[src/rtl/glyph_ram_writer.sv]
// Unpacks a header+pixel byte stream into single-bit writes of the letter glyph memory
// at letter*GLYPH_PIX + pixel, and tracks which letters hold a complete glyph.
module glyph_ram_writer #(
  parameter int GLYPH_PIX   = 2500,
  parameter int NUM_LETTERS = 26,
  parameter int ADDR_W      = 16
) (
  input  logic                   clk,
  input  logic                   resetn,
  input  logic [7:0]             in_data,
  input  logic                   in_valid,
  output logic                   in_ready,
  input  logic                   abort,
  output logic [ADDR_W-1:0]      wr_addr,
  output logic                   wr_data,
  output logic                   wr_en,
  output logic                   busy,
  output logic                   done,
  output logic                   err,
  output logic [NUM_LETTERS-1:0] loaded
);
  localparam int NUM_BYTES = (GLYPH_PIX + 7) / 8;
  localparam int PIX_W     = $clog2(GLYPH_PIX);
  localparam int BYTE_W    = $clog2(NUM_BYTES);
  localparam int CODE_W    = $clog2(NUM_LETTERS);

  localparam logic [PIX_W-1:0]  LAST_PIX  = PIX_W'(GLYPH_PIX - 1);
  localparam logic [BYTE_W-1:0] LAST_BYTE = BYTE_W'(NUM_BYTES - 1);
  localparam logic [ADDR_W-1:0] PIX_K     = ADDR_W'(GLYPH_PIX);

  localparam logic [1:0] IDLE      = 2'd0;
  localparam logic [1:0] WAIT_BYTE = 2'd1;
  localparam logic [1:0] SHIFT     = 2'd2;
  localparam logic [1:0] SKIP      = 2'd3;

  logic [1:0]             state_q, state_d;
  logic [7:0]             shift_q, shift_d;
  logic [ADDR_W-1:0]      base_q, base_d;
  logic [PIX_W-1:0]       pix_q, pix_d;
  logic [2:0]             bit_q, bit_d;
  logic [BYTE_W-1:0]      skip_q, skip_d;
  logic [CODE_W-1:0]      code_q, code_d;
  logic                   done_q, done_d;
  logic                   err_q, err_d;
  logic [NUM_LETTERS-1:0] loaded_q, loaded_d;

  logic                   accept;
  logic                   code_ok;
  logic [ADDR_W-1:0]      hdr_base;
  logic [NUM_LETTERS-1:0] letter_mask;

  assign in_ready = resetn && (state_q != SHIFT);
  assign accept   = in_valid && in_ready;
  assign code_ok  = (in_data < 8'(NUM_LETTERS));

  // code*GLYPH_PIX as a sum of shifted copies of the code, one per set bit of GLYPH_PIX
  always_comb begin
    hdr_base = '0;
    for (int i = 0; i < ADDR_W; i++) begin
      if (PIX_K[i]) hdr_base = hdr_base + (ADDR_W'(in_data[CODE_W-1:0]) << i);
    end
  end

  always_comb begin
    letter_mask = '0;
    for (int n = 0; n < NUM_LETTERS; n++) begin
      letter_mask[n] = (code_q == CODE_W'(n));
    end
  end

  always_comb begin
    state_d  = state_q;
    shift_d  = shift_q;
    base_d   = base_q;
    pix_d    = pix_q;
    bit_d    = bit_q;
    skip_d   = skip_q;
    code_d   = code_q;
    done_d   = 1'b0;
    err_d    = 1'b0;
    loaded_d = loaded_q;
    case (state_q)
      IDLE: begin
        // abort coinciding with the header consumes and drops it
        if (accept && !abort) begin
          code_d = in_data[CODE_W-1:0];
          base_d = hdr_base;
          pix_d  = '0;
          bit_d  = '0;
          skip_d = '0;
          if (code_ok) begin
            state_d = WAIT_BYTE;
          end else begin
            state_d = SKIP;
            err_d   = 1'b1;
          end
        end
      end
      WAIT_BYTE: begin
        if (abort) begin
          state_d = IDLE;
        end else if (accept) begin
          shift_d = in_data;
          bit_d   = '0;
          state_d = SHIFT;
        end
      end
      SHIFT: begin
        if (abort) begin
          state_d = IDLE;
        end else begin
          shift_d = {1'b0, shift_q[7:1]};
          pix_d   = pix_q + PIX_W'(1);
          bit_d   = bit_q + 3'd1;
          if (pix_q == LAST_PIX) begin
            state_d  = IDLE;
            done_d   = 1'b1;
            loaded_d = loaded_q | letter_mask;
          end else if (bit_q == 3'd7) begin
            state_d = WAIT_BYTE;
          end
        end
      end
      SKIP: begin
        if (abort) begin
          state_d = IDLE;
        end else if (accept) begin
          if (skip_q == LAST_BYTE) state_d = IDLE;
          else                     skip_d  = skip_q + BYTE_W'(1);
        end
      end
      default: state_d = IDLE;
    endcase
  end

  always_ff @(posedge clk or negedge resetn) begin
    if (!resetn) begin
      state_q  <= IDLE;
      shift_q  <= '0;
      base_q   <= '0;
      pix_q    <= '0;
      bit_q    <= '0;
      skip_q   <= '0;
      code_q   <= '0;
      done_q   <= 1'b0;
      err_q    <= 1'b0;
      loaded_q <= '0;
    end else begin
      state_q  <= state_d;
      shift_q  <= shift_d;
      base_q   <= base_d;
      pix_q    <= pix_d;
      bit_q    <= bit_d;
      skip_q   <= skip_d;
      code_q   <= code_d;
      done_q   <= done_d;
      err_q    <= err_d;
      loaded_q <= loaded_d;
    end
  end

  assign wr_en   = (state_q == SHIFT);
  assign wr_data = wr_en & shift_q[0];
  assign wr_addr = wr_en ? (base_q + ADDR_W'(pix_q)) : '0;
  assign busy    = (state_q != IDLE);
  assign done    = done_q;
  assign err     = err_q;
  assign loaded  = loaded_q;

endmodule

[config.mk]
export PLATFORM = sky130hd
export DESIGN_NAME = glyph_ram_writer
export DESIGN_NICKNAME = d
export VERILOG_FILES = /design/src/rtl/glyph_ram_writer.sv
export SDC_FILE = /design/constraint.sdc
export NUM_CORES = 1
export LEC_CHECK = 0
export CORE_MARGIN = 2
export CORE_UTILIZATION = 30
export CTS_CLUSTER_SIZE = 14
export DETAILED_ROUTE_END_ITERATION = 8
export HOLD_SLACK_MARGIN = 0.03
export SLEW_MARGIN = 20
export SYNTH_ARGS = -nofsm -noshare
export SYNTH_HDL_FRONTEND = slang
export SYNTH_SLANG_ARGS = --single-unit
[constraint.sdc]
create_clock -name clk -period 3.1 [get_ports clk]
set_input_delay 0.465 -clock clk [delete_from_list [all_inputs] [get_ports clk]]
set_output_delay 0.465 -clock clk [all_outputs]
set_load 0.02 [all_outputs]
# Word level (Yosys, flattened, before mapping)
# Cells that the tools add are included.
# word_totals
register_bits	83
input_bits	12
# op_classes
muxes	35
eq_ne	43
n_lt_le_gt_ge	1
bitwise_logic	3
add_sub_neg	8
n_reduce_logical	18
# op_table
op	count
5-bit equality test (second input constant)	10
5-bit by 4-bit equality test with 1-bit output (second input constant)	8
9-bit 2-to-1 mux	4
26-bit bitwise OR	1
12-bit 2-to-1 mux	2
8-bit 2-to-1 mux	3
12-bit case mux with 2 select lines	1
5-bit by 3-bit equality test with 1-bit output (second input constant)	4
2-bit 2-to-1 mux	10
9-bit case mux with 2 select lines	1
14-bit by 16-bit adder with 16-bit output	1
16-bit by 12-bit adder with 16-bit output	1
16-bit 2-to-1 mux	1
2-bit inequality test (second input constant)	8
8-bit case mux with 2 select lines	1
5-bit AND reduction	3
13-bit by 13-bit adder with 14-bit output	1
12-bit by 12-bit adder with 13-bit output	1
12-bit by 1-bit adder with 12-bit output (second input constant)	1
7-bit by 11-bit adder with 12-bit output	1
12-bit equality test (second input constant)	1
3-bit 2-to-1 mux	4
5-bit by 2-bit equality test with 1-bit output (second input constant)	2
9-bit by 1-bit adder with 9-bit output (second input constant)	1
other kinds (23)	37

# Logic depth before layout (Yosys ltp)
# Gate-level depths: netlist of run 1.
# depth
ltp_word	6
mapped_depth	9
mapped_depth_nobuf	9

# Least setup slack after synthesis of run 1
# No wires, ideal clock.
# synth_timing
path_type	register to output
start	reg pix_q[2]
end	out wr_addr[14]
path_slack_ps	576
arrival_ps	2059
stages_incl_launch_ff	10
path_buffers	0
cell_sequence	dfrtp_1 -> ha_1 -> inv_1 -> fa_1 -> nand2b_1 -> a21oi_1 -> o21ai_1 -> a211oi_1 -> xnor2_1 -> nor2_1
# synth_between
elab_chain_cells	2
# synth_rtl
element	line	rtl
start, declared	39	logic [PIX_W-1:0] pix_q, pix_d;
start signal, assigned	152	pix_q <= pix_d;
16-bit by 12-bit adder with 16-bit output	164	assign wr_addr = wr_en ? (base_q + ADDR_W'(pix_q)) : '0;
16-bit 2-to-1 mux	164	
end, declared	14	output logic [ADDR_W-1:0] wr_addr,
# Every way passes these cells.

# Worst setup path in the final report of run 1
# layout_timing
start	reg pix_q[3]
end	out wr_addr[13]
# Same word-level chain as after synthesis.

==> results of run 1 <==
## logic make-up after synthesis
| group | synth area share [%] |
|---|---|
| fa+ha+maj | 10.4 |
| simple gates | 20.0 |
| compound gates | 17.0 |
| mux | 0.711 |
| xor+xnor | 5.18 |
| flops | 43.8 |
| buf+inv | 2.82 |
## cell type report
class | instances | area (um^2) | area share (%)
Multi-Input combinational cell | 360 | 2360 | 41.4
Sequential cell | 77 | 1930 | 33.8
Timing Repair Buffer | 84 | 768 | 13.5
Clock buffer | 11 | 243 | 4.26
Tap cell | 184 | 230 | 4.04
Clock inverter | 4 | 120 | 2.11
Inverter | 14 | 52.6 | 0.921
## worst min path at each step
stage | endpoint | cells past startpoint | slack (ns) | from
floorplan | base_q[10] | 0 | 0.17 | resetn
global placement | bit_q[2] | 1 | 0.36 | resetn
detailed placement | bit_q[2] | 1 | 0.36 | resetn
CTS | loaded[3] | 1 | 0.46 | loaded[3]
global route | loaded[1] | 1 | 0.47 | loaded[1]
finish | loaded[3] | 1 | 0.45 | loaded[3]
## critical path: stages (launching register included)
cell,delay (ns)
dfrtp_1,0.44
ha_1,0.32
a211oi_1,0.24
nor2_1,0.14
o31ai_2,0.29
o21bai_1,0.15
a31oi_1,0.22
mux2i_1,0.21
clkdlybuf4s15_2,0.28
## cell usage after synthesis (3+ instances only)
library cell	number
dfrtp_1	77
nand2_1	67
nor2_1	53
ha_1	27
a21oi_1	23
o21ai_0	20
a21o_1	17
xor2_1	16
inv_1	14
o21bai_1	12
nand4_1	11
a31oi_1	10
xnor2_1	10
and2_1	8
nor3_1	8
nand3_1	7
buf_2	6
fa_1	6
nand2b_1	6
a22o_1	5
and3_1	5
clkbuf_1	5
nor2_2	5
nor2b_1	5
a211oi_1	4
a31o_1	4
buf_4	3
o31ai_1	3
## metal layers
layer	vias up	global-route usage, %
met1	1760	19.7
met5	-	0
met2	86	21.9
met4	0	3.07
li1	1783	-
met3	7	3.77
## power by group through the flow
stage	registers, mW	clock network [mW]	logic [mW]
after floorplan	1.41	0	1.08
after global placement	1.44	0	1.59
after detailed placement	1.45	0	1.62
after CTS	1.44	1.31	1.61
after global routing	1.48	1.36	1.81
final	1.44	1.28	1.60
## state kept, by name, summed over array words and instances (netlist names)
signal / flops
done: 1
err: 1
skip_q: 9
state_q: 2
bit_q: 3
pix_q: 12
loaded: 26
code_q: 1
shift_q: 8
base_q: 14
## through the flow
stage               area [um^2]  util [%]  cells
floorplan                  4400         -    465
global placement           5330      36.9    718
detailed placement         5330      36.9    718
CTS                        5710      39.6    734
global route               5700      39.5    734
finish                     5700      39.5    734
## what timing repair did
item	4_1_cts	5_1_grt
endpoints found under the hold margin	14	0
setup endpoints to repair	9	6
hold buffers	1	0
gates resized for setup	13	6
==> flow_metrics.tcl, run 1 <==
set metrics [dict create \
    setup_viol 0 \
    internal_power_mw 2.78 \
    route.detailed.drc 0 \
    cp.arrival_ns 2.62 \
    reg2reg_depth 7 \
    clockBufferDepth 2 \
    fin_crit_sh_pct 99.4 \
    path_clk_slew_ns 0.06 \
    postCtsSetupRepairBufs 0 \
    ff2ff_setup_slack_ns 0.90 \
    met3_length_um 438 \
    finClkSkew_ns 0.00629 \
    fin_total_pwr_mw 4.32 \
    sequentialPowerShare_pct 33.4 \
    ir_drop_mv 0.379 \
    rsz0062_at_grt "yes" \
    die_y_um 125 \
    slew_violations 0 \
    design.core.area_um2 14400 \
    diodes 0 \
    finalSetupTns_ns 0 \
    grt_overflow 0 \
    synth_top_area_share_pct 43.8 \
    die-area_um2 15600 \
    r2r_end "shift_q[0]" \
    hold_path.class "flip-flop to flip-flop" \
    initialDrtViolationCount 181 \
    synth-edff-count 0 \
    synthCells 465 \
    synth_area_leader_cell "dfrtp_1" \
    synth.avg_cell_area_um2 9.46 \
    cts_tree "done" \
    place_ws_ns -0.0657 \
    routed_via_density 4.95 \
    cts-buffers-inserted 9 \
    cts-root-buf "clkbuf_16" \
    dr.pass1.iters 4 \
    synth_area_leaders "dfrtp_1, ha_1, nand2_1" \
    maxCapViolCount 0 \
    antenna_found_initial 0 \
    cts_max_level 3 \
    layout-drive-gt1-share_pct 10.9 \
    pwr-share-clk_pct 29.6 \
    grt_max_degree 64 \
    top_layer_used "met4" \
    grt_pass1_wl_um 17700 \
    ys_ff_latch 77 \
    pwr-share-comb_pct 37.0 \
    num_vias 3636 \
    yosysSeqAreaShare_pct 43.8 \
    status "finished clean" \
    grt_pass1_vias 3529 \
    critPathMaxFanout 5 \
    grt_usage_pct 14.0 \
    num_rows 44 \
    layout_min_cycle_time_ns 3.08 \
    powerDensity_nw_per_um2 757 \
    die_w_um 125 \
    netlist_area_um2 4400 \
    avgRoutedWirePerCell_um 14.5 \
    rr_startpoint "state_q[1]" \
    p_sw_share_pct 35.7 \
    tightest_slew_ns 0.789 \
    crit_type "flip-flop to primary output" \
    start_util_pct 30.5 \
    wirelength_um 10600 \
    cp-start-kind "flip-flop" \
    ant_nets 0 \
    holdWs_ns 0.454 \
    io_pins 60 \
    fin_ws_ns 0.0197 \
    synth_cell_types 49 \
    fill_cells 1441 \
    max_slew_margin_pct 47.4 \
    wl_met1_um 5330 \
    cp-endpoint "wr_addr[13]" \
    leakagePower_nw 2.71 \
    synth_ff_type "dfrtp_1" \
    mostFrequentLayoutCell "dfrtp_1" \
    required_ns 2.63 \
    p_switching_mw 1.54 \
    async_flop_share_pct 100 \
    startpoint "pix_q[3]" \
    clock.fmax_ghz 0.325 \
    syn_to_final_growth_pct 29.7 \
    layout.nets 591 \
    mostFrequentLayoutCells "dfrtp_1, nand2_1, nor2_1, clkdlybuf4s50_1, ha_1" \
    synth_nets 510 \
    cts_sinks 77 \
    gp_congestion 0.863 \
    yosys_warnings 0 \
    dp.final_hpwl_um 8080 \
    clkLatencyLatePin_ns 0.33 \
    end_kind "primary output" \
    hold_viol 0 \
    dr_wl_met2_um 4780 \
    io_buffers 59 \
]
Power figures use the tool's default switching activity.
==> inputs of run 2 (changes only) <==
--- a/config.mk
+++ b/config.mk
@@ -5,7 +5,7 @@
 export SDC_FILE = /design/constraint.sdc
 export NUM_CORES = 1
 export LEC_CHECK = 0
-export CORE_MARGIN = 2
+export CORE_MARGIN = 10
 export CORE_UTILIZATION = 30
 export CTS_CLUSTER_SIZE = 14
 export DETAILED_ROUTE_END_ITERATION = 8
==> run 2 against run 1 <==
Non-clock buffer count increased by 5. Clock-buffer cell count down 2. Clock power is 16% lower. Via count rose by 0.91%. Total power shrank 3.7%. Setup slack better by 0.038 ns. Combinational power increased by 3%. Flip-flop and latch count unchanged. Critical path type unchanged. Critical endpoint unchanged. Largest cell class unchanged. Largest power group unchanged.
==> flow_metrics.tcl, run 2 (same netlist as run 1, synthesis figures left out) <==
set metrics [dict create \
    holdWs_ns 0.454 \
    crit_type "flip-flop to primary output" \
    mostFrequentLayoutCells "dfrtp_1, nand2_1, nor2_1, clkdlybuf4s50_1, buf_4" \
    num_rows 44 \
    leakagePower_nw 2.69 \
    fin_ws_ns 0.0581 \
    clockBufferDepth 2 \
    p_sw_share_pct 37.4 \
    status "finished clean" \
    die-area_um2 19900 \
    powerDensity_nw_per_um2 731 \
    end_kind "primary output" \
    die_y_um 141 \
    cp-start-kind "flip-flop" \
    fin_util_pct 39.4 \
    fill_cells 1446 \
    routed_via_density 4.97 \
    reg2reg_depth 6 \
    ant_nets 0 \
    pwr-share-clk_pct 26.1 \
    rr_startpoint "state_q[1]" \
    grt_pass1_wl_um 18600 \
    cts_tree "done" \
    largest_register_ffs 26 \
    num_vias 3669 \
    grt_overflow 0 \
    wirelength_um 11200 \
    io_buffers 59 \
    cts_sinks 77 \
    max_slew_margin_pct 51.5 \
    fin_total_pwr_mw 4.16 \
    slew_violations 0 \
    sequentialPowerShare_pct 34.1 \
    required_ns 2.63 \
    p_switching_mw 1.55 \
    mostFrequentLayoutCell "dfrtp_1" \
    avgRoutedWirePerCell_um 15.2 \
    antenna_found_initial 0 \
    cts-root-buf "clkbuf_16" \
    startpoint "base_q[3]" \
    dr.pass1.iters 5 \
    die_w_um 141 \
    fin_area_um2 5690 \
    stdcell_count 738 \
    tightest_slew_ns 0.728 \
    start_util_pct 30.5 \
    gp_congestion 0.871 \
    path_clk_slew_ns 0.06 \
    route.detailed.drc 0 \
    fin_crit_sh_pct 98.1 \
    layout_min_cycle_time_ns 3.04 \
    r2r_end "pix_q[6]" \
    pwr-share-comb_pct 39.8 \
    dp_cells 722 \
    finalSetupTns_ns 0 \
    cp.arrival_ns 2.58 \
    ff2ff_setup_slack_ns 1.08 \
    clkLatencyLatePin_ns 0.33 \
    maxCapViolCount 0 \
    finClkSkew_ns 0.00990 \
    cts_max_level 3 \
    grt_max_degree 60 \
    critPathMaxFanout 5 \
    grt_usage_pct 11.3 \
    internal_power_mw 2.60 \
    setup_viol 0 \
    initialDrtViolationCount 189 \
    grt_pass1_vias 3641 \
    io_pins 60 \
    dp.final_hpwl_um 8560 \
    clock.fmax_ghz 0.329 \
    cts-buffers-inserted 9 \
    hold_path.class "flip-flop to flip-flop" \
    cp-endpoint "wr_addr[13]" \
    diodes 0 \
    hold_viol 0 \
    layout-drive-gt1-share_pct 12.5 \
    layout.nets 596 \
    design.core.area_um2 14400 \
    syn_to_final_growth_pct 29.3 \
    ir_drop_mv 0.484 \
    place_ws_ns -0.0582 \
    dpl_cell_area_um2 5360 \
    rsz0062_at_grt "yes" \
]
[run 2: power by group through the flow]
stage	sequential, mW	clock, mW	combinational, mW
floorplan	1.41	0	1.08
global placement	1.42	0	1.64
detailed placement	1.43	0	1.67
CTS	1.42	1.11	1.66
global route	1.46	1.16	1.85
finish	1.42	1.08	1.65
[run 2: layout make-up]
| class | instances | area (um^2) | share of cell area, % |
|---|---|---|---|
| clock buffer | 9 | 225 | 3.96 |
| multi-input combinational | 360 | 2370 | 41.8 |
| tap | 184 | 230 | 4.05 |
| timing repair buffer | 89 | 798 | 14.0 |
| sequential | 77 | 1930 | 33.9 |
| clock inverter | 5 | 77.6 | 1.36 |
| inverter | 14 | 52.6 | 0.924 |
[run 2: layer usage]
metal | global-route usage (%) | wire length [um] | share of wire, % | vias to the layer above
met2 | 17.0 | 4930 | 44 | 114
met3 | 4.00 | 807 | 7.2 | 13
met4 | 3.37 | 140 | 1.2 | 0
met5 | 0 | 0 | 0 | -
li1 | - | - | - | 1799
met1 | 15.0 | 5330 | 48 | 1743
[run 2: worst max-delay path, stage by stage (launching register included)]
cell and delay [ns]:
dfrtp_1 0.41, ha_1 0.34, a211oi_2 0.23, nor2_1 0.13, o31ai_2 0.28, o21bai_1 0.15
a31oi_1 0.22, mux2i_1 0.20, clkdlybuf4s15_2 0.28
[run 2: how the worst min path moves through the flow]
stage / startpoint / endpoint / depth (start not counted)
finish: loaded[8] / loaded[8] / 1
global route: loaded[9] / loaded[9] / 1
CTS: loaded[8] / loaded[8] / 1
detailed placement: resetn / bit_q[2] / 1
global placement: resetn / shift_q[2] / 1
floorplan: resetn / base_q[10] / 0
[run 2: timing repair]
item | in CTS | in global routing
setup endpoints to repair | 9 | 8
hold buffers | 1 | 0
hold endpoints to repair | 4 | 0
gates resized for setup | 15 | 10
pin swaps | 0 | 2
setup buffers | 0 | 1
==> inputs of run 3 (changes only) <==
--- a/config.mk
+++ b/config.mk
@@ -7,9 +7,11 @@
 export LEC_CHECK = 0
 export CORE_MARGIN = 10
 export CORE_UTILIZATION = 30
+export CTS_CLUSTER_DIAMETER = 100
 export CTS_CLUSTER_SIZE = 14
 export DETAILED_ROUTE_END_ITERATION = 8
 export HOLD_SLACK_MARGIN = 0.03
+export RECOVER_POWER = 100
 export SLEW_MARGIN = 20
 export SYNTH_ARGS = -nofsm -noshare
 export SYNTH_HDL_FRONTEND = slang
==> run 3 against run 2 <==
Global-route usage did not move. Largest power group unchanged. Die area unchanged. Non-clock buffer count stayed put. Wire length decreased by 0.53%. Largest cell class unchanged. Flip-flop and latch count unchanged.
==> flow_metrics.tcl, run 3 (same netlist as run 1, synthesis figures left out) <==
set metrics [dict create \
    mostFrequentLayoutCells "dfrtp_1, nand2_1, nor2_1, dlygate4sd3_1, ha_1" \
    clockBufferDepth 2 \
    clkLatencyLatePin_ns 0.33 \
    layout_min_cycle_time_ns 3.04 \
    reg2reg_depth 6 \
    num_rows 44 \
    finalSetupTns_ns 0 \
    wirelength_um 11200 \
    fin_area_um2 5610 \
    cts-buffers-inserted 9 \
    dr.pass1.iters 5 \
    die_y_um 141 \
    crit_family "compound AO/OA/AOI/OAI gates" \
    maxCapViolCount 0 \
    p_switching_mw 1.53 \
    rr_startpoint "state_q[1]" \
    end_kind "primary output" \
    max_stage_delay_ns 0.41 \
    start_util_pct 30.5 \
    syn_to_final_growth_pct 27.7 \
    clock.fmax_ghz 0.329 \
    ff2ff_setup_slack_ns 0.58 \
    leakagePower_nw 2.76 \
    min_path_cells 1 \
    dpl_cell_area_um2 5360 \
    tightest_slew_ns 1.43 \
    finClkSkew_ns 0.00985 \
    sequentialPowerShare_pct 34.6 \
    crit_type "flip-flop to primary output" \
    critPathMaxFanout 5 \
    p_sw_share_pct 37.4 \
    die_w_um 141 \
    num_vias 3664 \
    grt_pass1_vias 3641 \
    worst_path_max_delay_cell "dfrtp_1" \
    startpoint "base_q[3]" \
    slew_violations 0 \
    powerDensity_nw_per_um2 730 \
    layout-drive-gt1-share_pct 9.93 \
    place_ws_ns -0.0582 \
    io_pins 60 \
    status "finished clean" \
    cp_cell_sequence "ha_1 > a211oi_2 > nor2_1 > o31ai_2 > o21bai_1 > a31oi_1 > mux2i_1 > clkdlybuf4s15_2" \
    path_clk_slew_ns 0.06 \
    gp_congestion 0.871 \
    r2r_end "skip_q[0]" \
    diodes 0 \
    internal_power_mw 2.57 \
    ir_drop_mv 0.479 \
    dp.final_hpwl_um 8560 \
    max_slew_margin_pct 4.96 \
    cp-endpoint "wr_addr[13]" \
    grt_usage_pct 11.3 \
    antenna_found_initial 0 \
    cts_max_level 3 \
    die-area_um2 19900 \
    hold_path.class "flip-flop to flip-flop" \
    design.core.area_um2 14400 \
    fin_crit_sh_pct 98.2 \
    layout.nets 596 \
    hold_viol 0 \
    grt_overflow 0 \
    routed_via_density 4.96 \
    pwr-share-comb_pct 38.9 \
    pwr-share-clk_pct 26.5 \
    fin_ws_ns 0.0561 \
    fill_cells 1463 \
    rsz0062_at_grt "yes" \
    initialDrtViolationCount 174 \
    setup_viol 0 \
    cts-root-buf "clkbuf_16" \
    route.detailed.drc 0 \
    mostFrequentLayoutCell "dfrtp_1" \
    ant_nets 0 \
    cp-start-kind "flip-flop" \
    cts_tree "done" \
    required_ns 2.63 \
    grt_pass1_wl_um 18600 \
    grt_max_degree 60 \
    avgRoutedWirePerCell_um 15.1 \
    io_buffers 59 \
    worst-path-stages 8 \
    regArea_um2 1930 \
    multiInputGateArea_um2 2330 \
    path_buf_inv 1 \
    largest_register_ffs 26 \
    cp.arrival_ns 2.58 \
    cts_sinks 77 \
]
run 3: cell count changes in the layout (fill, tap and decap cells not counted), moves of 2 or more:
cell | previous run | this run
nor2_2 | 5 | 0
nor3_1 | 7 | 9
and2_0 | 0 | 2
buf_4 | 30 | 24
and2_1 | 8 | 6
clkbuf_1 | 0 | 5
dlygate4sd3_1 | 1 | 38
clkdlybuf4s50_1 | 48 | 11
nor3_2 | 2 | 0
nor2_1 | 53 | 58
run 3: power by group through the flow:
stage / clock network (mW) / registers [mW] / logic [mW]
2_1_floorplan: 0 / 1.41 / 1.08
4_1_cts: 1.11 / 1.42 / 1.66
3_5_place_dp: 0 / 1.43 / 1.67
3_3_place_gp: 0 / 1.42 / 1.64
5_1_grt: 1.16 / 1.46 / 1.80
6_report: 1.08 / 1.42 / 1.60
run 3: timing repair:
action                     in CTS  in global routing
hold endpoints to repair        4                  0
hold buffers                    1                  0
gates resized for setup        15                 10
setup endpoints to repair       9                  8
pin swaps                       0                  2
setup buffers                   0                  1
run 3: metrics by stage:
step | util (%) | instances | power (mW) | hold WS, ns
final | 38.9 | 738 | 4.10 | 0.448
after floorplan | - | 465 | 2.49 | 0.169
after global placement | 37.2 | 722 | 3.06 | 0.386
after CTS | 39.4 | 737 | 4.19 | 0.457
after detailed placement | 37.2 | 722 | 3.10 | 0.381
after global routing | 38.9 | 738 | 4.41 | 0.467
run 3: final cells by class:
type	count	share of cell area (%)
repair buffers	89	13.8
well taps	184	4.10
multi-input cells	360	41.5
clock buffers	9	4.01
flip-flops and latches	77	34.3
clock inverters	5	1.38
inverters	14	0.936
run 3: worst min path at each step:
stage | slack [ns] | start | endpoint
after global placement | 0.39 | resetn | shift_q[2]
after floorplan | 0.17 | resetn | base_q[10]
after CTS | 0.46 | loaded[8] | loaded[8]
after global routing | 0.47 | loaded[9] | loaded[9]
final | 0.45 | loaded[8] | loaded[8]
after detailed placement | 0.38 | resetn | bit_q[2]
run 3: routing by layer:
layer | part of all wire (%) | routed length, um | up-vias | track usage [%]
met5 | 0 | 0 | - | 0
met4 | 1.3 | 142 | 0 | 3.37
met3 | 7.1 | 789 | 12 | 4.00
met2 | 44 | 4880 | 107 | 17.0
met1 | 48 | 5340 | 1744 | 15.0
li1 | - | - | 1801 | -
